**src/rtl/ins_ctrl.sv**
```systemverilog
// ins_ctrl: instruction sequencer for a small operand-memory datapath.
// Loads n_load external words, then fetches/executes prog_len ROM instructions.
// Ports: clk, rst (sync, active-high), start, n_load, prog_len, din_valid,
//   rom_addr/rom_data (1-cycle sync ROM), mul_done, d_in, INS, wr_en,
//   wr_addr, busy, done; err only when ISEQ_TIMEOUT_EN is defined.
// ISEQ_TIMEOUT_EN: adds an 8-bit WAIT_MUL watchdog and the sticky err output.
module ins_ctrl #(
   parameter int PC_W  = 8,
   parameter int ADR_W = 5
) (
   input  logic             clk,
   input  logic             rst,
   input  logic             start,
   input  logic [ADR_W-1:0] n_load,
   input  logic [PC_W-1:0]  prog_len,
   input  logic             din_valid,
   output logic [PC_W-1:0]  rom_addr,
   input  logic [ADR_W+2:0] rom_data,
   input  logic             mul_done,
   output logic             d_in,
   output logic [2:0]       INS,
   output logic             wr_en,
   output logic [ADR_W-1:0] wr_addr,
   output logic             busy,
`ifdef ISEQ_TIMEOUT_EN
   output logic             err,
`endif
   output logic             done
);

   typedef enum logic [2:0] {
      IDLE, LOAD, FETCH, EXEC, WAIT_MUL, FIN
   } state_t;

   state_t           state;
   logic [ADR_W-1:0] nload_q;
   logic [ADR_W-1:0] cnt;
   logic [ADR_W-1:0] dst_q;
   logic [PC_W-1:0]  plen_q;
   logic [PC_W-1:0]  pc;
   logic [2:0]       op;
   logic [ADR_W-1:0] dst;
   logic             last_word;
   logic             last_ins;
`ifdef ISEQ_TIMEOUT_EN
   logic [7:0]       wd;
`endif

   assign op        = rom_data[ADR_W+2:ADR_W];
   assign dst       = rom_data[ADR_W-1:0];
   assign last_word = (cnt == nload_q - ADR_W'(1));
   assign last_ins  = (pc == plen_q - PC_W'(1));

   always_ff @(posedge clk) begin
      if (rst) begin
         state   <= IDLE;
         nload_q <= '0;
         cnt     <= '0;
         dst_q   <= '0;
         plen_q  <= '0;
         pc      <= '0;
`ifdef ISEQ_TIMEOUT_EN
         wd      <= '0;
         err     <= 1'b0;
`endif
      end else begin
         unique case (state)
            IDLE: if (start) begin
               nload_q <= n_load;
               plen_q  <= prog_len;
               cnt     <= '0;
               pc      <= '0;
`ifdef ISEQ_TIMEOUT_EN
               err     <= 1'b0;
`endif
               if (n_load != '0)        state <= LOAD;
               else if (prog_len != '0) state <= FETCH;
               else                     state <= FIN;
            end
            LOAD: if (din_valid) begin
               cnt <= cnt + ADR_W'(1);
               if (last_word)
                  state <= (plen_q != '0) ? FETCH : FIN;
            end
            FETCH: state <= EXEC;
            EXEC: begin
               if (op == 3'd5) begin
                  dst_q <= dst;
`ifdef ISEQ_TIMEOUT_EN
                  wd    <= '0;
`endif
                  state <= WAIT_MUL;
               end else if (last_ins) begin
                  state <= FIN;
               end else begin
                  pc    <= pc + PC_W'(1);
                  state <= FETCH;
               end
            end
            WAIT_MUL: begin
               if (mul_done) begin
                  if (last_ins) begin
                     state <= FIN;
                  end else begin
                     pc    <= pc + PC_W'(1);
                     state <= FETCH;
                  end
`ifdef ISEQ_TIMEOUT_EN
               end else if (wd == 8'd254) begin
                  // 255th idle cycle: abandon the program silently
                  err   <= 1'b1;
                  pc    <= '0;
                  state <= IDLE;
               end else begin
                  wd <= wd + 8'd1;
`endif
               end
            end
            FIN: begin
               pc    <= '0;
               state <= IDLE;
            end
            default: state <= IDLE;
         endcase
      end
   end

   // ROM read and write strobes must line up with the cycle the data
   // arrives, so the datapath controls are decoded from the state register.
   always_comb begin
      d_in    = 1'b0;
      INS     = 3'd0;
      wr_en   = 1'b0;
      wr_addr = '0;
      unique case (state)
         LOAD: begin
            d_in    = 1'b1;
            INS     = 3'd1;
            wr_en   = din_valid;
            wr_addr = cnt;
         end
         EXEC: begin
            wr_addr = dst;
            if (op <= 3'd4) begin
               INS   = op;
               wr_en = 1'b1;
            end else if (op == 3'd5) begin
               INS = 3'd5;
            end
         end
         WAIT_MUL: begin
            INS     = 3'd5;
            wr_addr = dst_q;
            wr_en   = mul_done;
         end
         default: ;
      endcase
   end

   assign rom_addr = pc;
   assign busy     = (state != IDLE);
   assign done     = (state == FIN);

endmodule
```
**config.mk**
```make
export PLATFORM = sky130hd
export DESIGN_NAME = ins_ctrl
export DESIGN_NICKNAME = d
export VERILOG_FILES = /design/src/rtl/ins_ctrl.sv
export SDC_FILE = /design/constraint.sdc
export NUM_CORES = 1
export LEC_CHECK = 0
export BUFFER_PORTS_ARGS = -buffer_cell sky130_fd_sc_hd__buf_4
export CORE_MARGIN = 2
export CORE_UTILIZATION = 55
export CTS_BUF_LIST = sky130_fd_sc_hd__clkbuf_2
export CTS_CLUSTER_SIZE = 30
export DETAILED_ROUTE_END_ITERATION = 8
export HOLD_SLACK_MARGIN = 0.05
export PLACE_DENSITY = 0.91
export SETUP_SLACK_MARGIN = 0.05
export SYNTH_ARGS = -nofsm -noshare
export SYNTH_HDL_FRONTEND = slang
export SYNTH_SLANG_ARGS = --single-unit
```
**constraint.sdc**
```tcl
create_clock -name clk -period 6.4 [get_ports clk]
set_input_delay 1.28 -clock clk [delete_from_list [all_inputs] [get_ports clk]]
set_output_delay 1.28 -clock clk [all_outputs]
set_load 0.1 [all_outputs]
```
; ---- Word-level counts from Yosys, hierarchy flattened
; Index checks and enable logic that the tools add are counted.
[op_classes]
n_reduce_logical = 12
n_addsub = 4
muxes = 25
eq_ne = 13
order_cmp = 1
[ops]
columns = operator, count
row1 = 2-to-1 mux 3 bit, 11
row2 = 2-to-1 mux 8 bit, 4
row3 = case mux 8 bit (4 select lines), 1
row4 = nonzero test 8 bit, 2
row5 = case mux 3 bit (5 select lines), 1
row6 = case mux 5 bit (3 select lines), 1
row7 = 2-to-1 mux 5 bit, 2
row8 = inequality test 2 bit (second input constant), 5
row9 = case mux 5 bit (2 select lines), 1
row10 = == test 3 bit (second input constant), 3
row11 = case mux 3 bit (3 select lines), 1
row12 = adder 8 x 1 -> 8 bit (second input constant), 1
row13 = == test 8 bit, 1
row14 = AND reduction 4 bit, 2
row15 = subtractor 8 x 1 -> 8 bit (second input constant), 1
row16 = == test 3 x 2 -> 1 bit (second input constant), 2
row17 = adder 5 x 1 -> 5 bit (second input constant), 1
row18 = == test 5 bit, 1
row19 = nonzero test 5 bit, 1
row20 = subtractor 5 x 1 -> 5 bit (second input constant), 1
row21 = AND reduction 2 bit, 2
row22 = nonzero test 4 bit, 1
row23 = == test 3 x 1 -> 1 bit (second input constant), 1
row24 = less-or-equal comparator 3 bit (second input constant), 1
row25 = 6 further kinds, 7
[totals]
out_inout_bits = 20
word_cells = 61
regBits = 34
inputBits = 26

; ---- Longest topological paths before layout
[depth]
depth_word = 5
ltp_mapped = 8

; ---- Worst setup path before layout
; OpenSTA, ideal clock, no wires.
[synth_path]
path_kind = input -> output
from = in rom_data[7]
to = out INS[2]
setup_slack_ns = 1.467
cell_stages = 2
required_ns = 5.120
arrival_time_ns = 3.653
n_path_buf = 0
cell_sequence = inv_1 > o32ai_1
[synth_between]
elab_chain_cells = 4
elab_cells_between_ends = 5
[synth_rtl]
columns = element, line
row1 = "start, declared", 18  ; input logic [ADR_W+2:0] rom_data,
row2 = branches (longest 2 deep; another with less-or-equal comparator 3 bit), n/a
row3 = 2-to-1 mux 3 bit (*), 144  ; if (op <= 3'd4) begin
row4 = case mux 3 bit (3 select lines) (*), 135  ; unique case (state)
row5 = "end, declared", 21  ; output logic [2:0] INS,
; Every way passes the cells marked *.

; ---- Final worst setup path
[layout_path]
from = reg state[2]
to = out wr_en
[layout_between]
elab_chain_cells = 2
elab_cells_between_ends = 4
[layout_rtl]
columns = element, line
row1 = "start, declared", 35  ; state_t state;
row2 = "start signal, assigned", 83  ; state <= (plen_q != '0) ? FETCH : FIN;
row3 = "== test 3 bit, or another cell as far along", 135
row4 = case mux 1 bit (3 select lines) (*), 135
row5 = "end, declared", 22  ; output logic wr_en,
; Every way passes the cells marked *; elsewhere a longest branch is shown, timed or not.

==> flow_summary.ini <==
[worst_hold_path]
min_delay_path_depth = 2
hp-class = flip-flop to flip-flop

[detailed_routing]
first_iter_violations = 200
detail-route-antenna-nets = 0
first_pass_iters = 4
vias = 2137
vias_per_cell = 5.89
drt_wl_total_um = 5130
wl_per_cell_um = 14.1
drc = 0

[cts]
clock_latency_ps = 390
cts_tree = done
postCtsResizedCells = 0
ctsLongestPathBuffers = 2
holdBufCountCts = 0
clk_pin_slew_worst_paths_ps = 210
post_cts_buffers = 0
root_buffer = clkbuf_2
cts_buffers = 5
cts_max_level = 2
cts.sinks = 34

[layout]
multi_input_area_sq_um = 1360
regArea_sq_um = 681
layout_commonest_cell = buf_4
syn_to_final_growth_pct = 18.7
nets = 345
drive_above_1_share_pct = 19.7
fillers = 321
n_antenna_cell = 0
instances_no_fill = 363
mostFrequentLayoutCells = 46 x buf_4, 41 x nand2_1, 34 x dfxtp_1, 24 x nor2_1, 21 x a21oi_1
fin_util_pct = 68.6

[global_routing]
grt_pass1_wl_um = 8670
grt_overflow = 0
grt_max_degree = 29
antenna_found_initial = 0
first_global_vias = 1966
grtUsageTotal_pct = 25.4

[synth]
synth.cell_area_sq_um = 2130
ys_seq_area_share_pct = 31.9
synthFlopType = dfxtp_1
yosysUniqueCellTypes = 50
syn_inst = 276
synth_edf_count = 0
avgSynthCellArea_sq_um = 7.73
async_flop_share_pct = 0
ys_ff_latch = 34
yosysWarningCount = 0
syn-num-nets = 307

[timing]
fin_crit_sh_pct = 53.5
tightest_slew_ps = 569
slew_headroom_pct = 62.1
finalSetupViolCount = 0
setup-tns-final_ps = 0
slew_violations = 0
fin_worst_skew_ps = 23.0
worst_slack_ps = 2980
rsz0062_at_grt = false
fin_crit_ps = 3420
fmax_ghz = 0.292
hold_violations = 0

[placement]
place_inst = 355
place_ws_ps = 3050
gp_congestion = 0.899
portBuffers = 45
place_hpwl_um = 3750

[setup_path]
critPathMaxFanout = 13
r2r_cells = 8
slowest_delay_ps = 590
cp.arrival_ps = 2140
crit_chain = nor2b_1 > a22oi_1 > o21ai_0 > buf_4
critPathSlowestCell = dfxtp_1
cp_data_required_time_ps = 5120
cp_num_buf_inv = 1
critical-path-top-delay-family = flip-flops
critPathKind = flip-flop to output port
cp-end-kind = output port
cp_num_cells = 4
critPathLaunchType = flip-flop

[floorplan]
die_h_um = 66.3
die-width_um = 66.3
ios = 46
rows = 22
die_area_sq_um = 4390
start_util_pct = 57.8
core-area_sq_um = 3690

[power]
p_sw_share_pct = 46.2
p_switching_uw = 294
irDropWorstVdd_mv = 0.198
p_comb_share_pct = 43.7
clock_power_share_pct = 16.8
cellLeakagePower_nw = 1.05
finalPower_uw = 637
p_int_uw = 343
p_seq_share_pct = 39.5
power_density_nw_per_um2 = 252

[outcome]
outcome = finished, final reports clean

[flow_run]
maxCapViolCount = 0
## synth_stat cells, drive strengths merged (2+ instances only)
cell type  number  area (sq um)
nor3           10          50.1
o311ai          7          68.8
mux2i           6          60.1
xnor2           6          60.1
inv            10          37.5
xor2           11          96.3
a21o            3          22.5
nor2b           3          18.8
o21ai          14          70.1
clkbuf         12          45.0
nor4            5          52.6
a211oi          2          15.0
buf             3          15.0
o22ai           2          18.8
o2111ai         2          17.5
nand4           2          12.5
nor2           24          90.1
a22oi           7          52.6
nand2          41           154
and2            2          12.5
nand3           6          30.0
ha              5          62.6
a21oi          22           114
o31ai           3          22.5
and3            8          50.1
or4             2          15.0
nand2b          7          43.8
a31oi           3          18.8
dfxtp          34           681
## power by group through the flow
| stage | registers [mW] | clock network, mW | logic (mW) |
|---|---|---|---|
| 2_1_floorplan | 0.247 | 0 | 0.225 |
| 3_3_place_gp | 0.255 | 0 | 0.271 |
| 3_5_place_dp | 0.256 | 0 | 0.274 |
| 4_1_cts | 0.252 | 0.109 | 0.277 |
| 5_1_grt | 0.256 | 0.118 | 0.301 |
| 6_report | 0.252 | 0.107 | 0.278 |
## worst reg2reg max path: stages (launching register included)
cell      delay, ps
dfxtp_1         470
inv_1            90
ha_1            270
o21ba_1         200
a221oi_2        300
o22ai_2         170
nor4_4          560
nor2_1          110
o21ai_1         180
## state kept, by name (all words and copies together), names as in the netlist
signal / cells
state: 3
dst_q: 5
cnt: 5
rom_addr: 8
plen_q: 8
nload_q: 5
## final timing paths
path / end / start / slack (ps)
worst max-delay path: wr_en / state[2]$_SDFFE_PP0P_ / 2980
worst min-delay path: nload_q[4]$_SDFFE_PP0P_ / nload_q[4]$_SDFFE_PP0P_ / 490
worst max register to register: state[2]$_SDFFE_PP0P_ / plen_q[0]$_SDFFE_PP0P_ / 4020
worst min register to register: nload_q[4]$_SDFFE_PP0P_ / nload_q[4]$_SDFFE_PP0P_ / 490
## metrics by stage
| step | instance area (sq um) | hold slack [ps] |
|---|---|---|
| final | 2530 | 489 |
| after global routing | 2530 | 505 |
| after CTS | 2530 | 491 |
| after detailed placement | 2480 | 468 |
| after global placement | 2480 | 458 |
| after floorplan | 2130 | 449 |
## cells by family after synthesis
logic type      count (synthesis)  synth area share [%]
compound gates                 75                  24.0
mux                             6                  2.82
fa+ha+maj                       5                  2.93
buf+inv                        25                  4.57
simple gates                  114                  26.4
flops                          34                  31.9
xor+xnor                       17                  7.33
## final cells by class
type | count | area share, %
clock buffers | 5 | 0.989
clock inverters | 3 | 0.840
inverters | 10 | 1.48
multi-input cells | 217 | 53.8
flip-flops and latches | 34 | 26.9
well taps | 48 | 2.37
repair buffers | 46 | 13.6
## per-layer routing
metal	vias to the layer above	routed length, um	GRT usage, %
li1	1069	-	-
met1	997	2350	33.3
met2	63	2430	41.9
met3	8	280	5.28
met4	0	68	7.14
met5	-	0	0
No activity file was read; power rests on OpenSTA's default activity.
